`src/rtl/trigger_scaler_pkg.sv`:
```
// trigger_scaler_pkg: default widths and constant helpers shared by the trigger scaler bank.
package trigger_scaler_pkg;
  localparam int DEF_CNT_W   = 16;
  localparam int DEF_OS_W    = 4;
  localparam int DEF_STUCK_W = 10;
  function automatic logic [63:0] sat_max(input int w);
    return (64'd1 << w) - 64'd1;
  endfunction
  function automatic int sel_w(input int n);
    return n > 1 ? $clog2(n) : 1;
  endfunction
endpackage

```
`src/rtl/trigger_scaler_chan.sv`:
```
// trigger_scaler_chan: one channel's edge detect, one-shot, stuck-on logic and live/latched scalers.
// Stuck detection is built only when TRIGGER_SCALER_BANK_STUCK_EN is defined.
module trigger_scaler_chan import trigger_scaler_pkg::*; #(
  parameter int CNT_W   = DEF_CNT_W,
  parameter int OS_W    = DEF_OS_W,
  parameter int STUCK_W = DEF_STUCK_W
) (
  input  logic               fclk_i,
  input  logic               rst_n_i,
  input  logic               trig_i,
  input  logic               power_i,
  input  logic               mask_i,
  input  logic [OS_W-1:0]    oneshot_len_i,
  input  logic [STUCK_W-1:0] stuck_limit_i,
  input  logic               period_i,
  output logic               trig_o,
  output logic               stuck_o,
  output logic [CNT_W-1:0]   latched_o
);
  localparam logic [CNT_W-1:0] CNT_MAX = CNT_W'(sat_max(CNT_W));
  logic trig_d_q, trig_d_d, rise, active, sticky;
  logic [OS_W-1:0] os_q, os_d;
  logic [CNT_W-1:0] live_q, live_d, latched_q, latched_d;
  assign rise   = trig_i & ~trig_d_q & power_i;
  assign active = |os_q;
  assign trig_o = active & ~mask_i & ~stuck_o;
  assign latched_o = latched_q;
  always_comb begin
    trig_d_d  = power_i & trig_i;
    os_d      = !power_i ? '0 :
                (rise && !active) ? ((|oneshot_len_i) ? oneshot_len_i : OS_W'(1)) :
                active ? os_q - OS_W'(1) : '0;
    live_d    = !power_i ? '0 :
                period_i ? CNT_W'(rise) :
                (rise && live_q != CNT_MAX) ? live_q + CNT_W'(1) : live_q;
    latched_d = period_i ? (sticky ? '1 : live_q) : latched_q;
  end
  always_ff @(posedge fclk_i or negedge rst_n_i) begin
    if (!rst_n_i) begin
      trig_d_q  <= 1'b0;
      os_q      <= '0;
      live_q    <= '0;
      latched_q <= '0;
    end else begin
      trig_d_q  <= trig_d_d;
      os_q      <= os_d;
      live_q    <= live_d;
      latched_q <= latched_d;
    end
  end
`ifdef TRIGGER_SCALER_BANK_STUCK_EN
  logic [STUCK_W-1:0] sc_q, sc_d;
  logic stuck_q, stuck_d, sticky_q, sticky_d;
  assign stuck_o = stuck_q & (|stuck_limit_i);
  assign sticky  = sticky_q;
  // stuck latches when the run length first hits the limit and holds while the input stays high
  always_comb begin
    sc_d     = (power_i && trig_i) ? sc_q + STUCK_W'(~&sc_q) : '0;
    stuck_d  = power_i && trig_i && (|stuck_limit_i) && (stuck_q || sc_d == stuck_limit_i);
    sticky_d = (period_i ? 1'b0 : sticky_q) | stuck_o;
  end
  always_ff @(posedge fclk_i or negedge rst_n_i) begin
    if (!rst_n_i) begin
      sc_q     <= '0;
      stuck_q  <= 1'b0;
      sticky_q <= 1'b0;
    end else begin
      sc_q     <= sc_d;
      stuck_q  <= stuck_d;
      sticky_q <= sticky_d;
    end
  end
`else
  logic unused_limit;
  assign unused_limit = ^stuck_limit_i;
  assign stuck_o = 1'b0;
  assign sticky  = 1'b0;
`endif
endmodule

```
`src/rtl/trigger_scaler_bank.sv`:
```
// trigger_scaler_bank: NCH gated one-shot trigger channels with rate scalers and a request/valid readout.
// Stuck-on detection is built when TRIGGER_SCALER_BANK_STUCK_EN is defined.
module trigger_scaler_bank import trigger_scaler_pkg::*; #(
  parameter int NCH     = 16,
  parameter int CNT_W   = DEF_CNT_W,
  parameter int OS_W    = DEF_OS_W,
  parameter int STUCK_W = DEF_STUCK_W
) (
  input  logic                    fclk_i,
  input  logic                    rst_n_i,
  input  logic [NCH-1:0]          trig_i,
  input  logic [NCH-1:0]          power_i,
  input  logic [NCH-1:0]          mask_i,
  input  logic [OS_W-1:0]         oneshot_len_i,
  input  logic [STUCK_W-1:0]      stuck_limit_i,
  input  logic                    period_i,
  input  logic                    rd_req_i,
  input  logic [sel_w(NCH)-1:0]   rd_sel_i,
  output logic [NCH-1:0]          trig_o,
  output logic [NCH-1:0]          stuck_o,
  output logic                    period_done_o,
  output logic                    rd_valid_o,
  output logic [CNT_W-1:0]        rd_data_o
);
  logic [CNT_W-1:0] lat [NCH];
  logic period_done_q, rd_valid_q;
  logic [CNT_W-1:0] rd_data_q, rd_data_d;
  genvar c;
  generate
    for (c = 0; c < NCH; c++) begin : g_chan
      trigger_scaler_chan #(.CNT_W(CNT_W), .OS_W(OS_W), .STUCK_W(STUCK_W)) u_chan (
        .fclk_i(fclk_i), .rst_n_i(rst_n_i), .trig_i(trig_i[c]), .power_i(power_i[c]),
        .mask_i(mask_i[c]), .oneshot_len_i(oneshot_len_i), .stuck_limit_i(stuck_limit_i),
        .period_i(period_i), .trig_o(trig_o[c]), .stuck_o(stuck_o[c]), .latched_o(lat[c])
      );
    end
  endgenerate
  // latched values read here are the pre-period ones even when period_i coincides
  always_comb begin
    rd_data_d = rd_req_i ? ((int'(rd_sel_i) < NCH) ? lat[rd_sel_i] : '0) : rd_data_q;
  end
  always_ff @(posedge fclk_i or negedge rst_n_i) begin
    if (!rst_n_i) begin
      period_done_q <= 1'b0;
      rd_valid_q    <= 1'b0;
      rd_data_q     <= '0;
    end else begin
      period_done_q <= period_i;
      rd_valid_q    <= rd_req_i;
      rd_data_q     <= rd_data_d;
    end
  end
  assign period_done_o = period_done_q;
  assign rd_valid_o    = rd_valid_q;
  assign rd_data_o     = rd_data_q;
endmodule
```
`config.mk`:
```
export PLATFORM = sky130hd
export DESIGN_NAME = trigger_scaler_bank
export DESIGN_NICKNAME = d
export VERILOG_FILES = /design/src/rtl/trigger_scaler_pkg.sv /design/src/rtl/trigger_scaler_chan.sv /design/src/rtl/trigger_scaler_bank.sv
export SDC_FILE = /design/constraint.sdc
export NUM_CORES = 1
export LEC_CHECK = 0
export CAP_MARGIN = 25
export CORE_MARGIN = 10
export CORE_UTILIZATION = 30
export DETAILED_ROUTE_END_ITERATION = 10
export GPL_TIMING_DRIVEN = 0
export SYNTH_ARGS = -nofsm -noshare
export SYNTH_HDL_FRONTEND = slang
export SYNTH_SLANG_ARGS = --single-unit
```
`constraint.sdc`:
```
create_clock -name fclk_i -period 3.8 [get_ports fclk_i]
set_input_delay 0.76 -clock fclk_i [delete_from_list [all_inputs] [get_ports fclk_i]]
set_output_delay 0.76 -clock fclk_i [all_outputs]
set_load 0.1 [all_outputs]
```
Yosys cells after proc, flatten, opt, wreduce, memory -nomap -nowiden
Cells that the tools add are included.

storage, ports and cells
  memory bits (read-only) = 0
  memory bits (writable) = 0
  word-level logic and storage cells = 394
  memories = 0
  bits in registers = 610
  latch bits = 0

operators by class
  equality and inequality tests = 32
  mux-type cells = 100
  bitwise operators = 97
  reductions and logical operators = 65
  shifts and indexed selects = 0
  div/mod/pow operators = 0
  multiply operators = 0
  order comparisons = 1
  $add $sub $neg = 32

operator list
  cell                     count
  $mux W16                 50
  $add A16 B1 Y16 const B  16
  $ne A16 B16 Y1 const B   16
  $mux W4                  49
  $reduce_or A4 Y1         17
  $and A1 B1 Y1            64
  $bmux W16 S4             1
  $sub A4 B1 Y4 const B    16
  $ne A3 B1 Y1 const B     16
  $logic_and A1 B1 Y1      32
  $not A1 Y1               32
  $logic_not A1 Y1         16
  $ge A5 B5 Y1 const B     1
  $not A4 Y5               1

Longest topological paths before layout
  depth in word-level cells = 7
  depth in mapped cells = 7
  gate-level depth less buffers = 6

By module
Synthesis repeated with hierarchy kept, for this count alone.

second synthesis, totals
  cell total of the unflattened synthesis = 3115
  area total of the unflattened synthesis = 34434.3 um2

by module, submodules not included
  module                                       times used  sequential area each (um2)  area an instance (um2)  cells an instance
  trigger_scaler_chan at g_chan[0].u_chan ...  15          925.9                       1996.9                  185
  trigger_scaler_bank                          1           450.4                       2686.3                  175
  trigger_scaler_chan at g_chan[9].u_chan      1           925.9                       1794.2                  165

Least setup slack after synthesis
Ideal clock, no wire load.

  path type = input -> register
  from = in rd_sel_i[2]
  to = reg rd_data_q[3], in the netlist rd_data_o[3]
  library setup time = 137 ps
  cell stages on the path = 6
  data required time = 3663 ps
  data arrival time = 2250 ps
  buffers on the path = 2
  setup slack = 1413 ps
  cells stage by stage = buf_2 > buf_2 > mux4_2 > mux2_2 > o22ai_1 > a21oi_1

on the way
  cells in the longest elaborated chain, start to end = 4

RTL lines
  what                                          RTL line                   text
  start, declared                               trigger_scaler_bank.sv:18  input logic [sel_w(NCH)-1:0] rd_sel_i,
  $not A4 Y5 (implied by the code)              trigger_scaler_bank.sv:40  rd_data_d = rd_req_i ? ((int'(rd_sel_i) < NCH) ? lat[rd_sel_i] : '0) : rd_data_q;
  $bmux W16 S4                                  trigger_scaler_bank.sv:40
  $mux W16 (implied by the code) (2 in series)  trigger_scaler_bank.sv:40
  end signal, assigned                          trigger_scaler_bank.sv:50  rd_data_q <= rd_data_d;
  end, declared                                 trigger_scaler_bank.sv:27  logic [CNT_W-1:0] rd_data_q, rd_data_d;

Every way passes these cells. The select of a mux whose other input is x is not followed.
A chain may end at the register's enable or synchronous reset.

Final worst setup path
  from = reg g_chan[12].u_chan.os_q[0]
  to = out trig_o[12]

on the way
  cells in the longest elaborated chain, start to end = 2

RTL lines
  what                    RTL line                   text
  start, declared         trigger_scaler_chan.sv:22  logic [OS_W-1:0] os_q, os_d;
  start signal, assigned  trigger_scaler_chan.sv:46  os_q <= os_d;
  $reduce_or A4 Y1        trigger_scaler_chan.sv:25  assign active = |os_q;
  $and A1 B1 Y1           trigger_scaler_chan.sv:26  assign trig_o = active & ~mask_i & ~stuck_o;
  end, declared           trigger_scaler_bank.sv:19  output logic [NCH-1:0] trig_o,

Every way passes these cells.

==> impl_metrics.env <==
export IMPL_tritoncts="done"
export IMPL_drive_gt1_frac=0.180
export IMPL_finalSetupViolations=0
export IMPL_viasPerCell=5.43
export IMPL_gp_congestion=0.855
export IMPL_drt_pre_antenna_iters=5
export IMPL_crit_required_ns=3.04
export IMPL_via_count=24100
export IMPL_finalCriticalPeriod_ns=3.59
export IMPL_worstSetupPathType="reg -> out"
export IMPL_hold_viol=0
export IMPL_drt_iter0_drc=2321
export IMPL_path_buf_inv=3
export IMPL_syn_inst=2830
export IMPL_htree_num_levels=3
export IMPL_portBuffers=76
export IMPL_grt_pass1_wl_um=140000
export IMPL_stdcell_count=4446
export IMPL_synth_async_reset_ratio=1.00
export IMPL_cpPeakStageDelay_ns=0.96
export IMPL_setup_worst_path_end_class="output pin"
export IMPL_synth_edff_count=0
export IMPL_cp_cell_sequence="inv_1, ha_1, nor3b_2, nor2_1, buf_4, clkdlybuf4s50_1"
export IMPL_worst_path_max_delay_cell="clkdlybuf4s50_1"
export IMPL_antenna_found_initial=7
export IMPL_grt_usage=0.151
export IMPL_yosysUniqueCellTypes=70
export IMPL_dp_hpwl_um=66000
export IMPL_design_power_total_w=0.0178
export IMPL_start_util=0.303
export IMPL_slew_viol_final=0
export IMPL_multi_input_area_sq_um=15100
export IMPL_cts_root_buf="clkbuf_16"
export IMPL_worstMarginPinSlew_ns=1.01
export IMPL_numCtsBuffers=72
export IMPL_fillers=10300
export IMPL_yosys_most_used_dff="dfrtp_1"
export IMPL_rsz0062_at_grt="false"
export IMPL_crit_arrival_ns=2.83
export IMPL_routed_wl_um=91000
export IMPL_finalCritPeriodShare=0.945
export IMPL_yosysWarnings=0
export IMPL_netlist_area_sq_um=31400
export IMPL_insertion_delay_ns=0.63
export IMPL_crit_family="buffers and inverters"
export IMPL_maxCapViolations=0
export IMPL_grt_max_degree=117
export IMPL_start_kind="flop"
export IMPL_post_cts_buffers=0
export IMPL_dieArea_sq_um=118000
export IMPL_io_pin_count=120
export IMPL_outcome="completed"
export IMPL_final_common_cell="dfrtp_1"
export IMPL_slew_headroom=0.324
export IMPL_die_x_um=343
export IMPL_dp_cells=4311
export IMPL_clkSinkCount=610
export IMPL_hp_class="in -> async"
export IMPL_fp_dieH_um=343
export IMPL_clk_pin_slew_ns=0.06
export IMPL_skew_ns=0.0303
export IMPL_first_global_vias=22700
export IMPL_final_seq_area_sq_um=15300
export IMPL_synth_seq_area_share=0.487
export IMPL_power_density_nw_per_um2=487
export IMPL_ant_nets=0
export IMPL_num_rows=118
export IMPL_drc_errors=0
export IMPL_avgSynthCellArea_sq_um=11.1
export IMPL_wire_per_inst_um=20.5
export IMPL_max_clock_freq_ghz=0.278
export IMPL_final_cell_mix="610 x dfrtp_1, 272 x mux2_2, 192 x a21oi_1"
export IMPL_ys_ff_latch=610
export IMPL_syn_to_final_growth_pct=16.6
export IMPL_grt_ovfl_total=0
export IMPL_p_leak_nw=15.3
export IMPL_nets=3123
export IMPL_worstPathMaxFanout=5
export IMPL_max_clock_path_buffers=3
export IMPL_fp_coreArea_sq_um=104000
export IMPL_ir_worst_vdd_uv=660
[synthesized netlist by cell type, types with 9 or more instances]
cell         n  area [sq um]
nand2b_1    31           194
nor2_1      99           372
nor3_1      30           150
a211oi_1    13          97.6
and3b_1     16           140
o211ai_1    23           173
o2111ai_1    9          78.8
and2_1      31           194
o31ai_1     81           608
o311ai_1    15           131
o21ai_1     28           140
mux4_2      64          1440
o221ai_1    10          87.6
nand3b_1    13          97.6
clkbuf_1   116           435
buf_4       34           255
and3_1      26           163
mux2_2     272          3060
a21oi_1    192           961
xor2_1      28           245
ha_1        48           601
nor3b_1     16           120
and4_1      38           333
a22oi_1     39           293
inv_1       56           210
nand3_1     97           485
nor2b_1     72           450
buf_2       19          95.1
nand2_1    179           672
or3b_2      13           114
or4_1      103           773
mux2i_1     27           270
nand4_1     86           538
dfrtp_1    610         15300
o21ai_0     37           185
nor4_1      25           156
buf_1        9          33.8
or3_1       69           432
o22ai_1     33           206
a31oi_1     11          68.8
o311ai_0    15           131
o41ai_1     29           254
[report_power, final]
group,total [W],switching (W),internal [W],leakage [nW]
Clock,0.00704,0.00285,0.00419,1.19
Sequential,0.00712,0.000296,0.00683,8.38
Combinational,0.00363,0.00228,0.00135,5.71
Total,0.0178,0.00543,0.0124,15.3
[layer usage]
layer / part of all wire / GRT usage
met5: 0.00042 / 0
met4: 0.024 / 0.0446
met3: 0.076 / 0.0390
met2: 0.43 / 0.219
met1: 0.47 / 0.217
[worst register-to-register path: stages, from the launching register on]
cell and delay [ns]:
dfrtp_1 0.53, ha_1 0.27, nand3_1 0.16, nor4_1 0.56, clkbuf_1 0.41, buf_2 0.34, o31ai_1 0.11, a21oi_1 0.14
[path summary, 6_finish.rpt]
check | startpoint | end | slack, ns | cells past startpoint
hold / removal | rst_n_i | g_chan[7].u_chan.trig_d_q | 0.12 | 1
setup reg to reg | g_chan[7].u_chan.live_q[0] | g_chan[7].u_chan.live_q[11] | 1.19 | 7
min in group fclk_i | power_i[5] | g_chan[5].u_chan.trig_d_q | 0.48 | 2
hold reg to reg | g_chan[9].u_chan.latched_o[13] | g_chan[9].u_chan.latched_o[13] | 0.50 | 1
max in group asynchronous | rst_n_i | g_chan[9].u_chan.trig_d_q | 2.14 | 3
setup / recovery | g_chan[12].u_chan.os_q[0] | trig_o[12] | 0.21 | 6
[cells by family (layout without fill, tap and decap cells)]
logic type / after synthesis / count (layout) / share of synthesized area
xor gates and xnor gates: 32 / 32 / 0.00894
buffers and inverters: 235 / 448 / 0.0330
AOI/OAI and AO/OA: 573 / 573 / 0.120
and+or+nand+nor: 968 / 968 / 0.179
other: 1 / 24 / 0.000120
adders and majority gates: 48 / 48 / 0.0192
DFF: 610 / 610 / 0.487
muxes: 363 / 363 / 0.152
[sequential cells by signal, indices dropped and copies added, names as in the netlist]
register and cells:
rd_data_o 16, period_done_o 1, rd_valid_o 1, g_chan.u_chan.latched_o 256, g_chan.u_chan.trig_d_q 16, g_chan.u_chan.live_q 256, g_chan.u_chan.os_q 64
[final cells by class]
cell class / count / area share
sequential: 610 / 0.418
multi-input combinational: 2000 / 0.414
clock buffer: 107 / 0.0587
tap: 1380 / 0.0472
timing repair buffer: 86 / 0.0271
buffer: 178 / 0.0226
clock inverter: 20 / 0.00671
inverter: 57 / 0.00585
antenna: 8 / 0.000548
[what timing repair did]
| action | CTS | global route |
|---|---|---|
| hold buffers | 0 | 0 |
| gates resized for setup | 3 | 5 |
| endpoints found under the setup margin | 3 | 5 |
[stage by stage]
stage	instance area (sq um)	hold slack (ns)	TNS [ns]	utilization	setup slack [ns]
floorplan	31400	0.456	0	-	1.41
detailed placement	34100	0.491	-15.04	0.329	-0.257
finish	36600	0.125	0	0.353	0.209
global route	36500	0.199	0	0.353	0.0255
CTS	36500	0.189	0	0.352	0.0181
global placement	33900	0.484	-	0.327	-26.54
(Power assumes the default switching activity.)
